File: src/rtl/div_bcd_pkg.sv
// Shared definitions for the divider-result BCD converter: default widths,
// converter state encoding and the per-digit add-3 correction.
// Optional feature macro used by the top: DIV_BCD_BLANK_EN.
package div_bcd_pkg;

    localparam int WIDTH_DEF  = 8;
    localparam int DIGITS_DEF = 3;

    typedef enum logic [1:0] {
        IDLE  = 2'd0,
        SHIFT = 2'd1,
        DONE  = 2'd2
    } conv_state_t;

    // A digit of 5 or more would reach 10+ when doubled, so pre-bias it by 3
    // so the carry lands in the next digit after the shift.
    function automatic logic [3:0] add3_digit(input logic [3:0] d);
        return (d >= 4'd5) ? (d + 4'd3) : d;
    endfunction

endpackage

File: src/rtl/bcd_dabble_step.sv
// One combinational double-dabble iteration for a single {bcd,bin} pair:
// add-3 correction on every BCD digit, then a 1-bit left shift of the
// concatenated accumulator and binary shift register.
module bcd_dabble_step
    import div_bcd_pkg::*;
#(
    parameter int WIDTH  = WIDTH_DEF,
    parameter int DIGITS = DIGITS_DEF
) (
    input  logic [4*DIGITS-1:0] bcd_i,
    input  logic [WIDTH-1:0]    bin_i,
    output logic [4*DIGITS-1:0] bcd_o,
    output logic [WIDTH-1:0]    bin_o
);

    logic [4*DIGITS-1:0]       corr;
    logic [4*DIGITS+WIDTH-1:0] shifted;

    // Correct each digit independently before the shift.
    always_comb begin
        corr = '0;
        for (int i = 0; i < DIGITS; i++) begin
            corr[4*i +: 4] = add3_digit(bcd_i[4*i +: 4]);
        end
    end

    // The top digit never carries out because DIGITS covers 2^WIDTH-1.
    assign shifted = {corr, bin_i} << 1;
    assign bcd_o   = shifted[4*DIGITS+WIDTH-1:WIDTH];
    assign bin_o   = shifted[WIDTH-1:0];

endmodule

File: src/rtl/div_result_bcd_conv.sv
// Downstream stage of the 8-bit divider: captures one quotient/remainder
// pair, converts both to packed BCD with an iterative double-dabble (one
// iteration per clock) and presents the result on a valid/ready output.
// Optional feature: define DIV_BCD_BLANK_EN to add leading-zero blank masks.
//
// Handshake: an input pair transfers on a rising edge where in_valid and
// in_ready are both 1; a result transfers on a rising edge where out_valid
// and out_ready are both 1. in_ready is 1 only in IDLE, out_valid only in
// DONE, so exactly one conversion is in flight and the other side's strobe
// is ignored outside its state.
module div_result_bcd_conv
    import div_bcd_pkg::*;
#(
    parameter  int WIDTH  = WIDTH_DEF,
    localparam int DIGITS = (WIDTH * 30103 + 99999) / 100000
) (
    input  logic                clk,
    input  logic                rst,
    input  logic                in_valid,
    output logic                in_ready,
    input  logic [WIDTH-1:0]    quotient,
    input  logic [WIDTH-1:0]    remainder,
    output logic                out_valid,
    input  logic                out_ready,
    output logic [4*DIGITS-1:0] q_bcd,
    output logic [4*DIGITS-1:0] r_bcd,
    output logic [1:0]          dbg_state_o
`ifdef DIV_BCD_BLANK_EN
    ,
    output logic [DIGITS-1:0]   q_blank,
    output logic [DIGITS-1:0]   r_blank
`endif
);

    localparam int CW = (WIDTH > 1) ? $clog2(WIDTH) : 1;
    localparam logic [CW-1:0] CNT_LAST = CW'(WIDTH - 1);

    conv_state_t         state_q, state_d;
    logic [CW-1:0]       cnt_q, cnt_d;
    logic [WIDTH-1:0]    qbin_q, qbin_d, rbin_q, rbin_d;
    logic [4*DIGITS-1:0] qacc_q, qacc_d, racc_q, racc_d;
    logic [4*DIGITS-1:0] q_bcd_q, q_bcd_d, r_bcd_q, r_bcd_d;

    logic [4*DIGITS-1:0] qacc_step, racc_step;
    logic [WIDTH-1:0]    qbin_step, rbin_step;

`ifdef DIV_BCD_BLANK_EN
    logic [DIGITS-1:0] q_blank_q, q_blank_d, r_blank_q, r_blank_d;

    // Bit i is set when digit i and every digit above it are zero; digit 0
    // is never blanked so a zero value still shows one "0".
    function automatic logic [DIGITS-1:0] blank_mask(input logic [4*DIGITS-1:0] bcd);
        logic zero_above;
        zero_above = 1'b1;
        blank_mask = '0;
        for (int i = DIGITS - 1; i >= 1; i--) begin
            zero_above    = zero_above && (bcd[4*i +: 4] == 4'd0);
            blank_mask[i] = zero_above;
        end
    endfunction
`endif

    bcd_dabble_step #(.WIDTH(WIDTH), .DIGITS(DIGITS)) u_q_step (
        .bcd_i (qacc_q),
        .bin_i (qbin_q),
        .bcd_o (qacc_step),
        .bin_o (qbin_step)
    );

    bcd_dabble_step #(.WIDTH(WIDTH), .DIGITS(DIGITS)) u_r_step (
        .bcd_i (racc_q),
        .bin_i (rbin_q),
        .bcd_o (racc_step),
        .bin_o (rbin_step)
    );

    // State, shift registers and result registers; reset clears everything.
    always_ff @(posedge clk or posedge rst) begin
        if (rst) begin
            state_q   <= IDLE;
            cnt_q     <= '0;
            qbin_q    <= '0;
            rbin_q    <= '0;
            qacc_q    <= '0;
            racc_q    <= '0;
            q_bcd_q   <= '0;
            r_bcd_q   <= '0;
`ifdef DIV_BCD_BLANK_EN
            q_blank_q <= '0;
            r_blank_q <= '0;
`endif
        end else begin
            state_q   <= state_d;
            cnt_q     <= cnt_d;
            qbin_q    <= qbin_d;
            rbin_q    <= rbin_d;
            qacc_q    <= qacc_d;
            racc_q    <= racc_d;
            q_bcd_q   <= q_bcd_d;
            r_bcd_q   <= r_bcd_d;
`ifdef DIV_BCD_BLANK_EN
            q_blank_q <= q_blank_d;
            r_blank_q <= r_blank_d;
`endif
        end
    end

    // Next-state logic: load on accept, iterate WIDTH times, hold until consumed.
    always_comb begin
        state_d   = state_q;
        cnt_d     = cnt_q;
        qbin_d    = qbin_q;
        rbin_d    = rbin_q;
        qacc_d    = qacc_q;
        racc_d    = racc_q;
        q_bcd_d   = q_bcd_q;
        r_bcd_d   = r_bcd_q;
`ifdef DIV_BCD_BLANK_EN
        q_blank_d = q_blank_q;
        r_blank_d = r_blank_q;
`endif
        case (state_q)
            IDLE: begin
                if (in_valid) begin
                    qbin_d  = quotient;
                    rbin_d  = remainder;
                    qacc_d  = '0;
                    racc_d  = '0;
                    cnt_d   = '0;
                    state_d = SHIFT;
                end
            end
            SHIFT: begin
                qbin_d = qbin_step;
                rbin_d = rbin_step;
                qacc_d = qacc_step;
                racc_d = racc_step;
                cnt_d  = cnt_q + 1'b1;
                if (cnt_q == CNT_LAST) begin
                    cnt_d     = '0;
                    q_bcd_d   = qacc_step;
                    r_bcd_d   = racc_step;
`ifdef DIV_BCD_BLANK_EN
                    q_blank_d = blank_mask(qacc_step);
                    r_blank_d = blank_mask(racc_step);
`endif
                    state_d   = DONE;
                end
            end
            DONE: begin
                if (out_ready) begin
                    state_d = IDLE;
                end
            end
            default: begin
                state_d = IDLE;
            end
        endcase
    end

    assign in_ready    = (state_q == IDLE);
    assign out_valid   = (state_q == DONE);
    assign q_bcd       = q_bcd_q;
    assign r_bcd       = r_bcd_q;
    assign dbg_state_o = state_q;
`ifdef DIV_BCD_BLANK_EN
    assign q_blank     = q_blank_q;
    assign r_blank     = r_blank_q;
`endif

endmodule

File: config.mk
export PLATFORM = sky130hd
export DESIGN_NAME = div_result_bcd_conv
export DESIGN_NICKNAME = d
export VERILOG_FILES = /design/src/rtl/div_bcd_pkg.sv /design/src/rtl/bcd_dabble_step.sv /design/src/rtl/div_result_bcd_conv.sv
export SDC_FILE = /design/constraint.sdc
export NUM_CORES = 1
export LEC_CHECK = 0
export ABC_AREA = 1
export BUFFER_PORTS_ARGS = -buffer_cell sky130_fd_sc_hd__buf_2
export CAP_MARGIN = 20
export CELL_PAD_IN_SITES_DETAIL_PLACEMENT = 2
export CELL_PAD_IN_SITES_GLOBAL_PLACEMENT = 2
export CORE_AREA = 2 2 102 104
export DETAILED_ROUTE_END_ITERATION = 12
export DIE_AREA = 0 0 104 106
export PLACE_DENSITY = 0.82
export SETUP_SLACK_MARGIN = 0.02
export SLEW_MARGIN = 40
export SYNTH_ARGS = -nofsm -noshare
export SYNTH_HDL_FRONTEND = slang
export SYNTH_SLANG_ARGS = --single-unit
File: constraint.sdc
create_clock -name clk -period 2.56 [get_ports clk]
set_input_delay 0.256 -clock clk [delete_from_list [all_inputs] [get_ports clk]]
set_output_delay 0.256 -clock clk [all_outputs]
set_load 0.02 [all_outputs]
**Word-level counts from Yosys, hierarchy flattened**

Index checks and enable logic that the tools add are counted.
Widths: inputs -> output; s select.

- Latch bits: 0
- Logic and storage cells: 52
- Output and inout port bits: 28
- Register bits: 69
- Memories: 0
- Input bits: 20
- Memory bits (read-only): 0
- Memory bits (writable): 0

- Eq/ne operators: 6
- Muxes and demuxes: 20
- Bitwise operators: 0
- $mul: 0
- Divide/modulo/power cells: 0
- $lt $le $gt $ge: 6
- Shift-type cells: 0
- Add/sub/neg operators: 7
- Reduce and logical (&&, ||, !) cells: 5

Operator list:

| cell | count |
|---|---|
| $pmux 12 s2 | 2 |
| $pmux 8 s2 | 2 |
| $ge 4x3->1 const B | 6 |
| $add 4x2->4 const B | 4 |
| $mux 4 | 4 |
| $mux 8 | 2 |
| $mux 12 | 1 |
| $mux 3 | 4 |
| $add 3x2->3 const B | 2 |
| $mux 2 | 3 |
| $pmux 2 s3 | 1 |
| $pmux 3 s2 | 1 |
| $ne 2x2->1 const B | 2 |
| $reduce_and 2->1 | 2 |
| $add 3x1->3 const B | 1 |
| $eq 3x3->1 const B | 1 |
| $reduce_and 3->1 | 1 |
| $eq 2x1->1 const B | 1 |
| $eq 2x2->1 const B | 1 |
| $logic_not 2->1 | 1 |
| $ne 2x1->1 const B | 1 |
| $reduce_bool 2->1 | 1 |

**Depth between registers and ports, before layout**

Gate-level depths: netlist (run 1).

- Depth in word-level cells: 3
- Gate-level depth with buffers: 8
- Depth with buffers taken out: 8

**Cells and area by module**

From an unflattened synthesis (run 1), not the netlist that was laid out.

- Cells, all modules: 511
- Area total of the unflattened synthesis: 3816.2 sq um

By module, submodules not included:

| module | sequential area each (sq um) | area an instance (sq um) | instances | cells each |
|---|---|---|---|---|
| div_result_bcd_conv | 1726.7 | 2997.9 | 1 | 367 |
| bcd_dabble_step | 0.0 | 409.1 | 2 | 72 |

**Least setup slack after synthesis (run 1)**

OpenSTA, ideal clock, no wires.

- Path kind: reg-to-reg
- Start point: register cnt_q[0]
- End point: register state_q[1], in the netlist dbg_state_o[1]
- Period minus slack after synthesis: 1361 ps
- Arrival time: 1224 ps
- Slack: 1199 ps
- Cell stages (with the launch flop): 8
- Path buffers: 1
- Required time: 2423 ps
- Setup time: 137 ps
- Path through: dfrtp_1 -> ha_1 -> ha_1 -> inv_1 -> nor2_4 -> inv_2 -> buf_2 -> o31ai_1

- Word-level cells in the longest chain between the ends: 3

RTL lines:

| what | RTL line | source |
|---|---|---|
| start: declaration | div_result_bcd_conv.sv:39 | `logic [CW-1:0] cnt_q, cnt_d;` |
| start signal: assignment | div_result_bcd_conv.sv:94 | `cnt_q <= cnt_d;` |
| $eq 3x3->1 | div_result_bcd_conv.sv:139 | `if (cnt_q == CNT_LAST) begin` |
| $ne 2x2->1 (no source line) | -- |  |
| $reduce_and 3->1 (no source line) | -- |  |
| end signal: assignment | div_result_bcd_conv.sv:93 | `state_q <= state_d;` |
| end: declaration | div_result_bcd_conv.sv:38 | `conv_state_t state_q, state_d;` |

Every way passes these cells.
A chain may end at the register's enable or synchronous reset.

**Worst setup path after layout (run 1)**

- Start point: register cnt_q[0]
- End point: register r_bcd_q[1], in the netlist r_bcd[1]

- Word-level cells in the longest chain between the ends: 2

RTL lines:

| what | RTL line | source |
|---|---|---|
| $eq 3x3->1 | div_result_bcd_conv.sv:139 |  |
| $reduce_and 2->1 (no source line) | -- |  |
| end signal: assignment | div_result_bcd_conv.sv:100 | `r_bcd_q <= r_bcd_d;` |
| end: declaration | div_result_bcd_conv.sv:42 | `logic [4*DIGITS-1:0] q_bcd_q, q_bcd_d, r_bcd_q, r_bcd_d;` |

Every way passes these cells.

==> impl_metrics.tcl, run 1 <==
set metrics [dict create \
    io_buffers 47 \
    critPathBufInv 2 \
    synthDominantCellAreaShare_pct 51.9 \
    num_rows 37 \
    cts_tree "yes" \
    synth_seq_cells 69 \
    synth_cell_types 21 \
    gp_congestion 0.770 \
    nets 483 \
    syn_inst 399 \
    min_path_cells 2 \
    initial_core_util_pct 33.2 \
    use_met2_pct 35.3 \
    period_share_pct 71.6 \
    core_area_um2 10000 \
    synth_top_family_by_area "simple AND/OR/NAND/NOR gates" \
    pre_cts_ws_ps 758 \
    die_height_um 106 \
    synth-compound-area-share_pct 9.45 \
    cp_max_fo 33 \
    clock_sinks 69 \
    drcViolationCount 0 \
    num-fill-cells 1188 \
    grt_pass1_wl_um 16800 \
    clk_latency_ps 360 \
    clk_pin_slew_ps 80 \
    crit_path_max_incr_delay_ps 450 \
    worstMarginPinSlew_ps 595 \
    yosysSeqAreaShare_pct 51.9 \
    worstPathArrival_ps 2120 \
    p_leak_nw 2.06 \
    end_kind "flip-flop" \
    critPathTopFamily "buffers and inverters" \
    ys_top_cells_by_count "nand2_1 (129), dfrtp_1 (69), nand3_1 (45), o21ai_0 (31), inv_1 (30)" \
    dr.pass1.iters 4 \
    cp.depth 7 \
    rsz0062_at_grt "false" \
    cp_data_required_time_ps 2850 \
    seq_power_share_pct 35.1 \
    cts_root_buf "clkbuf_8" \
    outcome "complete, no violations" \
    tns_ps 0 \
    crit_type "reg -> reg" \
    synth.area.top_cells "dfrtp_1 (52%), nand2_1 (15%), nand3_1 (6.8%)" \
    crit_path_start_kind "flip-flop" \
    htreeDepth 3 \
    drt.antenna.violating_nets 0 \
    muxShareOfSynthArea_pct 0 \
    die_area_um2 11000 \
    design_area_um2 3940 \
    busiest_layer "met2" \
    synthesis.nets 433 \
    synthArstFlopShare_pct 100 \
    hold_viol_final 0 \
    drive_gt1_share_pct 16.5 \
    seqCellArea_um2 1730 \
    yosys_warnings 0 \
    whs_ps 105 \
    grt_pass1_vias 3317 \
    final.setup.worst_slack_ps 728 \
    synth_simple_gate_area_share_pct 26.9 \
    fin_util_pct 39.4 \
    synth_area_um2 3320 \
    synth_fa_ha_area_share_pct 5.27 \
    critPathSlowestCell "inv_2" \
    grt_use_total_pct 19.5 \
    r2r_setup_slack_ps 730 \
    finalCriticalPeriod_ps 1830 \
    dieWidth_um 104 \
    cts_max_path_buffers 2 \
    ys.flop_type "dfrtp_1" \
    syn_avg_cell_area_um2 8.33 \
    pin_count 48 \
    num_antenna_cells 0 \
    synth_edf_count 0 \
    wl_per_cell_um 16.8 \
    worstRegToRegCells 7 \
    drtIter0Drc 58 \
    finalNonFillerCells 590 \
    swShare_pct 45.7 \
    p_comb_share_pct 45.9 \
    total_power_mw 5.52 \
    antenna_found_initial 0 \
    fmax_ghz 0.546 \
    vias 3011 \
    critical_path.cell_chain "ha_1 > ha_1 > inv_1 > nor2_4 > inv_2 > nand2_1 > nand2_1" \
    place_hpwl_um 6580 \
    slew_headroom_pct 60.3 \
    vias_per_cell 5.10 \
    cts-buffers-inserted 9 \
    use_met3_pct 3.68 \
    multi_input_area_um2 1390 \
    syn2layout_area_growth_pct 18.4 \
    routed_wirelength_um 9920 \
    fin_skew_ps 14.0 \
    p_switching_mw 2.52 \
    grt_max_degree 34 \
    power.density_nw_per_um2 1400 \
    clock_power_share_pct 19.0 \
    synth_top_cell_by_area "dfrtp_1" \
    grt-ovfl-total 0 \
    hold_path.class "in -> reg" \
    grtUsageMet1_pct 22.7 \
    synth_xor_area_share_pct 0 \
    placed_cells 573 \
    drv_cap 0 \
    p_int_mw 3.00 \
    placed_area_um2 3690 \
    ctsResizeCount 0 \
    synth_most_common_cell "nand2_1" \
    setup_viol 0 \
    peakVddDrop_v 0.000409 \
    slew_viol_final 0 \
]
[state kept, by name, indices dropped and copies added, names as in the netlist]
| register | flops |
|---|---|
| q_bcd | 12 |
| racc_q | 12 |
| qbin_q | 8 |
| cnt_q | 3 |
| qacc_q | 12 |
| dbg_state_o | 2 |
| rbin_q | 8 |
| r_bcd | 12 |
[logic make-up after synthesis]
family,after synthesis
buffers and inverters,46
AND/OR/NAND/NOR,211
AO/OA/AOI/OAI,59
flip-flops,69
adder cells (fa/ha/maj),14
[cell type report]
cell class	instances	area share, %
clock buffers	11	3.84
well taps	136	4.32
inverters	32	3.11
multi-input cells	284	35.3
flip-flops and latches	69	43.9
repair buffers	53	7.50
clock inverters	5	2.10
[routing by layer]
layer | vias to the layer above | part of all wire [%] | wire, µm
li1 | 1417 | - | -
met3 | 11 | 3.0 | 299
met1 | 1535 | 43 | 4240
met4 | 0 | 1.6 | 163
met5 | - | 0 | 0
met2 | 48 | 53 | 5210
[placed cells by master (no fill, tap or decap), types with 12 or more instances in the layout]
cell     synthesis  layout
nand4_1         12      12
o21ai_0         31      31
o21ai_1         16      15
buf_2            9      47
inv_1           30      29
nand3_1         45      45
nor2_1          22      22
ha_1            14      14
nand2_1        129     129
dfrtp_1         69      69
[worst register-to-register path: stages, from the launching register on]
cell,delay (ps)
dfrtp_1,410
ha_1,210
ha_1,180
inv_1,150
nor2_4,60
inv_2,450
nand2_1,180
nand2_1,120
[what timing repair did]
item	CTS	global route
endpoints found under the hold margin	23	0
hold buffers	1	0
setup buffers	0	0
[power by group through the flow]
stage	Sequential [mW]	Clock, mW	Combinational [mW]
after global placement	1.91	0	2.35
final	1.94	1.05	2.53
after CTS	1.93	1.08	2.56
after detailed placement	1.94	0	2.52
after floorplan	2.06	0	1.62
after global routing	2.01	1.11	2.91
[final timing paths]
kind                           start        endpoint
max                         cnt_q[0]        r_bcd[1]
max in group asynchronous        rst        q_bcd[4]
min reg2reg                 r_bcd[8]        r_bcd[8]
min in group asynchronous        rst        r_bcd[4]
max reg2reg                 cnt_q[0]        r_bcd[1]
min                        out_ready  dbg_state_o[1]
Note: power is estimated with default switching activity, not from simulation.
==> inputs of run 2 (changes only) <==
- clock period: 2.56 -> 1.9 ns (I/O delays scaled with it)
==> run 2 against run 1 <==
  * Via count is 2.4% lower
  * Register-to-register slack worse by 520 ps
  * Power grew 26%
  * Maximum frequency rose by 8.1%
  * Combinational power rose by 33%
  * Cell area is 1.4% lower
  * Sequential power up 34%
  * Worst setup slack lost 520 ps
  * Cell count increased by 0.34%
  * Critical endpoint is now cnt_q[0]
  * Hold slack got worse by 53 ps
  * Highest routed layer unchanged
  * Die area stayed put
  * Critical path type unchanged
==> impl_metrics.tcl, run 2 (synthesis results as in run 1) <==
set metrics [dict create \
    clk_pin_slew_ps 70 \
    grt_pass1_wl_um 16200 \
    vias 2940 \
    p_leak_nw 2.03 \
    htreeDepth 3 \
    drive_gt1_share_pct 16.4 \
    fin_skew_ps 8.36 \
    dieWidth_um 104 \
    dr.pass1.iters 4 \
    slew_headroom_pct 73.5 \
    place_hpwl_um 6310 \
    clock_sinks 69 \
    grt_use_total_pct 18.5 \
    rsz0062_at_grt "false" \
    period_share_pct 89.2 \
    hold_viol_final 0 \
    worstPathArrival_ps 1940 \
    multi_input_area_um2 1390 \
    routed_wirelength_um 9340 \
    num_antenna_cells 0 \
    peakVddDrop_v 0.000479 \
    outcome "complete, no violations" \
    cts-buffers-inserted 9 \
    seqCellArea_um2 1730 \
    vias_per_cell 4.97 \
    clk_latency_ps 350 \
    cts_max_path_buffers 2 \
    wl_per_cell_um 15.8 \
    antenna_found_initial 0 \
    cts_root_buf "clkbuf_8" \
    whs_ps 51.6 \
    nets 487 \
    final_common_cell "nand2_1" \
    num-fill-cells 1207 \
    grt_pass1_vias 3297 \
    die_area_um2 11000 \
    slew_viol_final 0 \
    drcViolationCount 0 \
    core_area_um2 10000 \
    syn2layout_area_growth_pct 16.8 \
    design_area_um2 3880 \
    hold_path.class "in -> reg" \
    worstMarginPinSlew_ps 398 \
    drtIter0Drc 72 \
    num_rows 37 \
    most-common-layout-cells "nand2_1 (129), dfrtp_1 (69), buf_2 (47)" \
    cp_max_fo 33 \
    initial_core_util_pct 33.2 \
    grt-ovfl-total 0 \
    io_buffers 47 \
    pin_count 48 \
    drv_cap 0 \
    cts_tree "yes" \
    fin_util_pct 38.8 \
    crit_type "reg -> reg" \
    finalCriticalPeriod_ps 1700 \
    fmax_ghz 0.590 \
    grt_max_degree 70 \
    power.density_nw_per_um2 1790 \
    die_height_um 106 \
    drt.antenna.violating_nets 0 \
    setup_viol 0 \
    cp_data_required_time_ps 2150 \
    end_kind "flip-flop" \
    gp_congestion 0.777 \
    placed_area_um2 3700 \
    tns_ps 0 \
    crit_path_start_kind "flip-flop" \
]
## run 2: cell count changes in the layout (fill, tap and decap cells not counted)
cell        previous run  this run
buf_4                  4         8
bufinv_16              2         0
clkbuf_1               0         2
clkbuf_8              11         9
clkinv_2               1         3
clkinv_4               2         0
clkinvlp_4             0         1
inv_2                  2         1
## run 2: final timing paths
path | start | end | slack, ps | cells after the start
min in group asynchronous | rst | qbin_q[7] | 500 | 4
min | out_ready | dbg_state_o[1] | 50 | 2
max reg2reg | dbg_state_o[1] | cnt_q[0] | 200 | 6
min reg2reg | r_bcd[5] | r_bcd[5] | 480 | 2
max | dbg_state_o[1] | cnt_q[0] | 200 | 6
max in group asynchronous | rst | racc_q[10] | 1100 | 4
## run 2: critical path, cell delays in order (launching register included)
cell	delay [ps]
dfrtp_1	390
inv_1	180
nand2_2	110
buf_4	210
inv_4	310
nand2_1	170
o21ai_1	220
## run 2: timing repair
item | 4_1_cts | 5_1_grt
hold buffers | 1 | 0
hold endpoints to repair | 69 | 0
gates resized for setup | 0 | 0
setup endpoints to repair | 0 | 2
setup buffers | 0 | 4
## run 2: power breakdown
part           internal, mW  total (mW)  switching, mW
logic                  1.09        3.37           2.28
clock network         0.453       0.992          0.539
registers              2.15        2.60          0.455
total                  3.69        6.97           3.27
## run 2: final cells by class
cell class,count,share of cell area [%]
clock inverters,3,0.387
multi-input cells,284,35.8
flip-flops and latches,69,44.5
clock buffers,11,3.38
repair buffers,57,8.38
well taps,136,4.38
inverters,32,3.25
## run 2: routing by layer
metal	wire length (µm)	GRT usage (%)
met1	4190	22.5
met2	4720	32.2
met3	293	4.23
met4	132	6.37
met5	0	0
## run 2: through the flow
stage / power, mW / setup WS, ps / cells
5_1_grt: 7.71 / 63.9 / 592
4_1_cts: 7.06 / 138 / 588
3_3_place_gp: 5.74 / 247 / 573
3_5_place_dp: 6.01 / 162 / 573
6_report: 6.97 / 204 / 592
2_1_floorplan: 4.97 / 539 / 399
